$ cat config.mk
export PLATFORM = sky130hd
export DESIGN_NAME = mult_scheduler
export DESIGN_NICKNAME = d
export VERILOG_FILES = /design/src/rtl/mult_scheduler.sv
export SDC_FILE = /design/constraint.sdc
export NUM_CORES = 1
export LEC_CHECK = 0
export CAP_MARGIN = 10
export CORE_MARGIN = 2
export CORE_UTILIZATION = 40
export CTS_CLUSTER_SIZE = 30
export DETAILED_ROUTE_END_ITERATION = 10
export PLACE_DENSITY_LB_ADDON = 0.2
export SYNTH_ARGS = -nofsm -noshare
export SYNTH_HDL_FRONTEND = slang
export SYNTH_SLANG_ARGS = --single-unit
$ cat constraint.sdc
create_clock -name clk_i -period 3.2 [get_ports clk_i]
set_clock_uncertainty 0.05 [all_clocks]
set_input_delay 0.96 -clock clk_i [delete_from_list [all_inputs] [get_ports clk_i]]
set_output_delay 0.96 -clock clk_i [all_outputs]
set_load 0.02 [all_outputs]
$ cat src/rtl/mult_scheduler.sv
// Two-port round-robin front end for a single shared 4x4 multiplier.
// Serialises requests, forwards latched operands and routes each result back to its owner.
module mult_scheduler #(
   parameter int WAIT_MAX = 15
) (
   input  logic       clk_i,
   input  logic       rst_i,
   input  logic       req0_i,
   input  logic       req1_i,
   input  logic [3:0] a0_i,
   input  logic [3:0] b0_i,
   input  logic [3:0] a1_i,
   input  logic [3:0] b1_i,
   output logic       gnt0_o,
   output logic       gnt1_o,
   output logic       done0_o,
   output logic       done1_o,
   output logic [7:0] res0_o,
   output logic [7:0] res1_o,
   output logic       mult_start_o,
   output logic [3:0] mult_a_o,
   output logic [3:0] mult_b_o,
   input  logic       mult_busy_i,
   input  logic       mult_valid_i,
   input  logic [7:0] mult_result_i,
   output logic       err_o
);

   localparam int CW = (WAIT_MAX > 1) ? $clog2(WAIT_MAX) : 1;

   typedef enum logic [1:0] {IDLE, START, WAIT, RESP} state_t;

   state_t        state;
   state_t        state_n;
   logic          owner;
   logic          last_gnt;
   logic          grant_sel;
   logic          capture;
   logic          timeout;
   logic [3:0]    op_a;
   logic [3:0]    op_b;
   logic [CW-1:0] wait_cnt;

   // The multiplier's busy flag carries no information the valid strobe does not.
   logic unused_busy;
   assign unused_busy = mult_busy_i;

   // Operands are only presented while a transaction owns the multiplier.
   assign mult_a_o = (state == IDLE) ? 4'h0 : op_a;
   assign mult_b_o = (state == IDLE) ? 4'h0 : op_b;

   // Next-state and strobe decode; grants are gated by reset so every output reads 0 during it.
   always_comb begin
      state_n      = state;
      grant_sel    = 1'b0;
      gnt0_o       = 1'b0;
      gnt1_o       = 1'b0;
      mult_start_o = 1'b0;
      done0_o      = 1'b0;
      done1_o      = 1'b0;
      capture      = 1'b0;
      timeout      = 1'b0;
      case (state)
         IDLE: begin
            if (!rst_i && (req0_i || req1_i)) begin
               if (req0_i && req1_i) begin
                  grant_sel = ~last_gnt;
               end else begin
                  grant_sel = req1_i;
               end
               gnt0_o  = ~grant_sel;
               gnt1_o  = grant_sel;
               state_n = START;
            end
         end
         START: begin
            mult_start_o = 1'b1;
            state_n      = WAIT;
         end
         WAIT: begin
            if (mult_valid_i) begin
               capture = 1'b1;
               state_n = RESP;
            end else if (wait_cnt == CW'(WAIT_MAX - 1)) begin
               timeout = 1'b1;
               state_n = RESP;
            end
         end
         RESP: begin
            done0_o = ~owner;
            done1_o = owner;
            state_n = IDLE;
         end
         default: state_n = IDLE;
      endcase
   end

   // last_gnt resets to port 1 so that port 0 wins the first simultaneous request.
   always_ff @(posedge clk_i or posedge rst_i) begin
      if (rst_i) begin
         state    <= IDLE;
         owner    <= 1'b0;
         last_gnt <= 1'b1;
         op_a     <= 4'h0;
         op_b     <= 4'h0;
         wait_cnt <= '0;
         res0_o   <= 8'h00;
         res1_o   <= 8'h00;
         err_o    <= 1'b0;
      end else begin
         state <= state_n;
         if (gnt0_o || gnt1_o) begin
            owner    <= grant_sel;
            last_gnt <= grant_sel;
            op_a     <= grant_sel ? a1_i : a0_i;
            op_b     <= grant_sel ? b1_i : b0_i;
         end
         if (state == START) begin
            wait_cnt <= '0;
         end else if (state == WAIT) begin
            wait_cnt <= wait_cnt + 1'b1;
         end
         if (capture) begin
            if (owner) begin
               res1_o <= mult_result_i;
            end else begin
               res0_o <= mult_result_i;
            end
         end else if (timeout) begin
            err_o <= 1'b1;
            if (owner) begin
               res1_o <= 8'hFF;
            end else begin
               res0_o <= 8'hFF;
            end
         end
      end
   end

endmodule

---- Yosys cells after proc, flatten, opt, wreduce, memory -nomap -nowiden ----
Cells that the tools add are included.
storage, ports and cells
  register bits ........................... 33
  bits in latches ......................... 0
  bits in writable memories ............... 0
  ROM bits ................................ 0
  input port bits ......................... 30
  word-level logic and storage cells ...... 69
  memories kept ........................... 0
cells by class
  add/sub/neg operators ................... 1
  multiply operators ...................... 0
  div/mod/pow operators ................... 0
  order comparisons ....................... 0
  equality and inequality tests ........... 10
  shift-type cells ........................ 0
  muxes and demuxes ....................... 33
  bitwise operators ....................... 4
  reduce and logical (&&, ||, !) cells .... 12
operators by type and width
  kind                                                                   number
  8-bit two-way mux                                                      8
  4-bit two-way mux                                                      6
  1-bit two-way mux                                                      15
  2-bit != test, second input constant                                   4
  2-bit case mux with 4 select lines                                     1
  2-bit two-way mux                                                      3
  3-bit AND reduction                                                    2
  4-bit by 1-bit adder with 4-bit output, second input constant          1
  2-bit equality test, second input constant                             2
  4-bit equality test, second input constant                             1
  1-bit NOT                                                              4
  2-bit AND reduction                                                    2
  2-bit nonzero test                                                     2
  3-bit != test, second input constant                                   1
  2-bit by 1-bit equality test with 1-bit output, second input constant  1
  1-bit logical AND                                                      2
  2-bit zero test                                                        1
  1-bit logical OR                                                       2
  2-bit by 1-bit != test with 1-bit output, second input constant        1
  1-bit zero test                                                        1

---- Longest topological paths before layout ----
Gate-level depths: netlist of run 1.
  depth after elaboration ................. 8
  depth in mapped cells ................... 7
  gate-level depth less buffers ........... 5

---- Least setup slack after synthesis of run 1 ----
Ideal clock, no wire load.
  path kind ............................... input-to-output
  start ................................... in rst_i
  end ..................................... out gnt1_o
  data arrival time ....................... 2.522 ns
  required time ........................... 2.190 ns
  setup slack ............................. -0.332 ns
  stages .................................. 4
  buffers on the path ..................... 1
  cells stage by stage .................... inv_1 > o211ai_1 > buf_2 > nor2b_1
between the ends
  word-level cells in the longest chain between the ends .. 4
RTL lines
  element                    line  source
  from (decl)                7     input logic rst_i,
  1-bit zero test (no line)  --
  1-bit logical AND          65    if (!rst_i && (req0_i || req1_i)) begin
  1-bit two-way mux          65
  1-bit two-way mux          63    case (state)
  to (decl)                  15    output logic gnt1_o,
No other way between the ends.

---- Final worst setup path of run 1 ----
  start ................................... in rst_i
  end ..................................... out gnt0_o
between the ends
  word-level cells in the longest chain between the ends .. 4
RTL lines
  element                    line  source
  1-bit zero test (no line)  --
  1-bit logical AND          65
  1-bit two-way mux          65
  1-bit two-way mux          63
  to (decl)                  14    output logic gnt0_o,
No other way between the ends.

==> summary.txt, run 1 <==
Synth
  – Yosys warnings: 0
  – Register area share after synthesis: 0.495
  – Mean area per synthesized cell: 12.6 µm²
  – Yosys cell types: 30
  – Syn nets: 169
  – FF+latch count, synth: 33
  – Synthesized area: 0.00167 mm²
  – Cell count after synthesis: 133

Finish
  – Fraction of layout cells with a size suffix above 1: 0.203
  – Number of diodes: 0
  – # nets final: 232
  – Sequential cell area: 827 µm²
  – Final Cell Area: 0.00239 mm²
  – # fillers: 321
  – Synth-to-Final Area Change: 43.0%
  – Area of the multi-input gates: 773 µm²
  – Commonest cells after routing, fill and taps aside: clkdlybuf4s50_1 (56), dfrtp_1 (32), nor2b_1 (13)
  – Most common cell after layout, fill and taps aside: clkdlybuf4s50_1

GRT
  – Global-route wire length before repair: 6020 µm
  – GRT Util Overall: 0.175
  – Vias in the first global route: 1308
  – Largest net degree at the start of global routing: 34
  – GRT overflow: 0
  – Antenna violations before repair: 0

Timing
  – Max-slew headroom: 0.573
  – Actual slew at the worst max-slew pin: 0.639 ns
  – Setup_tns: 0 ns
  – Achievable Freq: 0.322 GHz
  – Final worst slack: 0.0940 ns
  – Fin. Hold Viols: 0
  – Final setup fails: 0
  – Fin crit share: 0.971
  – Minimum clock period: 3.11 ns
  – WHS: 0.448 ns
  – Unrepaired setup endpoints after global routing: false
  – Slew Limit Fails: 0

Min path
  – Worst Hold Class: reg -> reg

Worst setup path
  – CP Capture Type: output port
  – Crit Path Class: in -> out
  – Critical path arrival: 2.10 ns
  – CP Max Fanout: 3
  – Required @ worst endpoint: 2.19 ns
  – CP startpoint kind: input port

Power and ir drop
  – Max IR drop VDD: 623 µV
  – Clock power frac: 0.125
  – Int Pwr: 1490 µW
  – PwrDens: 1010 mW/mm²
  – Switching power: 919 µW
  – Seq pwr share: 0.323
  – Logic pwr share: 0.553
  – Static Leakage: 0.00102 µW
  – Sw Ratio: 0.381

Placement
  – Post-DP HPWL: 2790 µm
  – Port Buffers: 58
  – Placement Cell Area: 0.00231 mm²
  – Routability-driven placement congestion ratio: 0.702
  – Place WS: -0.243 ns

Run status
  – Status: finished, final reports clean

Die
  – Die height: 68.6 µm
  – Die ar.: 0.00471 mm²
  – Starting Density: 0.418
  – Core ar.: 0.00400 mm²
  – Std-Cell Rows: 23
  – I/O Pins: 60
  – Die Width: 68.6 µm

Clocking
  – Post CTS Setup Buffer Count: 0
  – TritonCTS Buffers: 5
  – Clock tree buffer depth: 2
  – Clock sinks: 33
  – Clock Pin Slew Worst Setup and Hold Paths: 0.07 ns
  – Total number of H-tree levels: 2
  – CTS tree: done
  – Clock root buffer: clkbuf_8
  – Clk Latency, worst-skew pair: 0.28 ns

Detailed routing
  – Vias per cell: 5.06
  – 1st-pass router iterations: 4
  – Final WL: 3690 µm
  – Wire per inst: 14.9 µm
  – Number of DRC markers in iteration 0: 54
  – DRC viols: 0
  – Vias: 1250
  – Remaining antenna violation count: 0

Run
  – Max_cap viols: 0
[power groups by stage]
stage	registers (µW)	logic (µW)	clock network, µW
after floorplan	884	690	0
after global placement	768	1310	0
after detailed placement	782	1350	0
after CTS	777	1350	310
after global routing	804	1440	332
final	779	1330	301
[critical path: stages]
cell             delay (ns)
clkdlybuf4s50_1        0.52
clkinvlp_4             0.10
o211ai_1               0.14
nor2_1                 0.08
clkdlybuf4s15_1        0.29
[cell families (layout without fill, tap and decap cells)]
logic type	count (synthesis)	after routing	synth area share
AOI/OAI and AO/OA	27	27	0.161
DFF	33	33	0.495
muxes	21	21	0.154
buffers and inverters	13	77	0.0419
adders and majority gates	6	6	0.0449
and+or+nand+nor	33	33	0.103
[synthesized netlist by cell type (all sizes together)]
cell type / number / area share
dfrtp: 32 / 0.48
mux2: 20 / 0.15
a2bb2oi: 16 / 0.11
nor2b: 13 / 0.049
nor2: 11 / 0.025
buf: 6 / 0.026
ha: 6 / 0.045
inv: 6 / 0.013
nand2: 3 / 0.0067
o21ai: 3 / 0.0090
and2: 2 / 0.0075
nand3: 2 / 0.0060
o21bai: 2 / 0.0090
a21boi: 1 / 0.0067
a31oi: 1 / 0.0037
a32oi: 1 / 0.0052
and2b: 1 / 0.0045
clkbuf: 1 / 0.0022
dfstp: 1 / 0.016
mux2i: 1 / 0.0060
nand3b: 1 / 0.0045
o211ai: 1 / 0.0045
o22a: 1 / 0.0052
o22ai: 1 / 0.0037
[final cells by class]
cell class                      instances  area share
Clock buffer                            5      0.0288
Clock inverter                          3     0.00733
Inverter                                6      0.0110
Multi-Input combinational cell         87       0.324
Sequential cell                        33       0.346
Tap cell                               50      0.0262
Timing Repair Buffer                   63       0.257
[routing by layer]
layer	track usage	vias to the layer above	routed length [µm]
met1	0.222	600	1600
met5	0	-	0
li1	-	596	-
met3	0.0471	2	264
met4	0.0625	0	19
met2	0.286	52	1800
[flip-flops by register name, summed over array words and instances, names as in the netlist]
register and count:
state 2, op_b 4, last_gnt 1, err_o 1
res0_o 8, owner 1, res1_o 8, op_a 4
wait_cnt 4
[repair_timing]
action / 4_1_cts / 5_1_grt
hold buffers: 0 / 0
resized for setup: 2 / 3
pin swaps: 0 / 0
setup endpoints to repair: 2 / 2
hold endpoints to repair: 0 / 0
[through the flow]
step,cells,utilization,total power (µW)
after floorplan,133,-,1570
after global placement,239,0.577,2070
after CTS,247,0.598,2440
after detailed placement,239,0.577,2130
after global routing,247,0.597,2580
final,247,0.597,2410
[worst paths after layout]
kind	depth (start not counted)	slack, ns	to	startpoint
setup reg to reg	5	1.16	res1_o[3]	state[0]
min in group asynchronous	3	1.12	state[0]	rst_i
hold / removal	1	0.45	op_b[3]	op_b[3]
max in group asynchronous	3	1.66	last_gnt	rst_i
setup / recovery	5	0.09	gnt0_o	rst_i
hold reg to reg	1	0.45	op_b[3]	op_b[3]
(Power assumes the default switching activity.)
==> run 2, diff against run 1 <==
- SKIP_CTS_REPAIR_TIMING: unset -> 1
==> run 2 against run 1 <==
Sequential share of layout area down 0.14 points. Critical path depth shrank 1. Largest power group unchanged. Critical endpoint is now gnt1_o. Via count unchanged. Routed wire length is 0.14% higher. First-iteration DRC count stayed put. Highest routed layer unchanged.
==> summary.txt, run 2 (same netlist as run 1, synthesis figures left out) <==
Detailed routing
  – Metal-1 WL: 1600 µm
  – DRC viols: 0
  – Wire per inst: 14.9 µm
  – Highest metal layer with signal wires: met4
  – Met3 wire len: 261 µm
  – Vias per cell: 5.06
  – Final WL: 3690 µm
  – Number of DRC markers in iteration 0: 54
  – Met2 wire len: 1810 µm
  – Vias: 1250
  – 1st-pass router iterations: 4
  – Remaining antenna violation count: 0

Clocking
  – Clock root buffer: clkbuf_8
  – Clk Latency, worst-skew pair: 0.28 ns
  – Total number of H-tree levels: 2
  – TritonCTS Buffers: 5
  – Clock Pin Slew Worst Setup and Hold Paths: 0.07 ns
  – Clock tree buffer depth: 2
  – CTS tree: done
  – Clock sinks: 33

Timing
  – Fin. Hold Viols: 0
  – Final setup fails: 0
  – Unrepaired setup endpoints after global routing: false
  – Minimum clock period: 3.06 ns
  – Actual slew at the worst max-slew pin: 0.639 ns
  – Achievable Freq: 0.327 GHz
  – Fin crit share: 0.955
  – Slew Limit Fails: 0
  – Max-slew headroom: 0.573
  – Final worst slack: 0.143 ns

GRT
  – GRT overflow: 0
  – Largest net degree at the start of global routing: 34
  – Vias in the first global route: 1310
  – GRT Util Overall: 0.175
  – Global-route wire length before repair: 6030 µm
  – Antenna violations before repair: 0

Finish
  – # nets final: 232
  – Core Util, Final: 0.600
  – Commonest cells after routing, fill and taps aside: clkdlybuf4s50_1 (56), dfrtp_1 (32), nor2b_1 (13)
  – Most common cell after layout, fill and taps aside: clkdlybuf4s50_1
  – Number of diodes: 0
  – Fraction of layout cells with a size suffix above 1: 0.198
  – Synth-to-Final Area Change: 43.6%
  – Top Registers: res0_o: 8 flops, res1_o: 8 flops

Power and ir drop
  – Max IR drop VDD: 623 µV
  – Static Leakage: 0.00105 µW
  – PwrDens: 1010 mW/mm²

Die
  – Std-Cell Rows: 23
  – Die Width: 68.6 µm
  – Die ar.: 0.00471 mm²
  – I/O Pins: 60
  – Starting Density: 0.418
  – Die height: 68.6 µm
  – Core ar.: 0.00400 mm²

Run
  – Max_cap viols: 0

Placement
  – Place WS: -0.243 ns
  – Post-DP HPWL: 2790 µm
  – Routability-driven placement congestion ratio: 0.702
  – Port Buffers: 58

Worst setup path
  – CP Max Fanout: 3
  – CP Capture Type: output port
  – CP startpoint kind: input port
  – Critical path arrival: 2.05 ns
  – Required @ worst endpoint: 2.19 ns
  – Crit Path Class: in -> out

Run status
  – Status: finished, final reports clean

Min path
  – Worst Hold Class: reg -> reg
-- run 2: changes by cell type in the layout (fill, tap and decap cells not counted) --
| cell | before | now |
|---|---|---|
| clkdlybuf4s15_1 | 1 | 0 |
| dlymetal6s2s_1 | 0 | 2 |
| clkbuf_2 | 1 | 0 |
-- run 2: path summary, 6_finish.rpt --
check	start	end	slack [ns]	cells after the start
worst max-delay path	req1_i	gnt1_o	0.14	4
worst min-delay path	op_b[3]	op_b[3]	0.45	1
worst max register to register	state[0]	res1_o[3]	1.16	5
worst min register to register	op_b[3]	op_b[3]	0.45	1
max in group asynchronous	rst_i	last_gnt	1.66	3
min in group asynchronous	rst_i	state[0]	1.12	3
-- run 2: area by class of cell --
cell class | instances | area [µm²]
fillers | 318 | 1600
inverters | 6 | 26.3
clock buffers | 5 | 68.8
multi-input cells | 87 | 773
repair buffers | 63 | 623
flip-flops and latches | 33 | 827
clock inverters | 3 | 17.5
well taps | 50 | 62.6
-- run 2: critical path, stage by stage --
cell             delay, ns
clkdlybuf4s50_1       0.49
a21boi_2              0.21
nor2b_1               0.15
dlymetal6s2s_1        0.23
-- run 2: metal layers --
metal	vias up	global-route usage
met5	-	0
met4	0	0.0625
met3	2	0.0471
met2	52	0.286
met1	600	0.223
li1	596	-
-- run 2: stage by stage --
step	instances	hold slack [ns]	instance area [µm²]	setup TNS, ns	power (µW)
2_1_floorplan	133	0.421	1670	0	1570
3_3_place_gp	239	0.417	2310	-0.394	2070
3_5_place_dp	239	0.432	2310	-0.445	2130
4_1_cts	247	0.451	2390	-0.439	2440
5_1_grt	247	0.473	2400	0	2580
6_report	247	0.448	2400	0	2410
-- run 2: report_power, final --
part,total [µW],switching (µW),internal [µW],leakage (µW)
Combinational,1330,623,712,0.000628
Sequential,779,145,633,0.000380
Clock,301,151,150,0.0000439
Total,2410,919,1490,0.00105
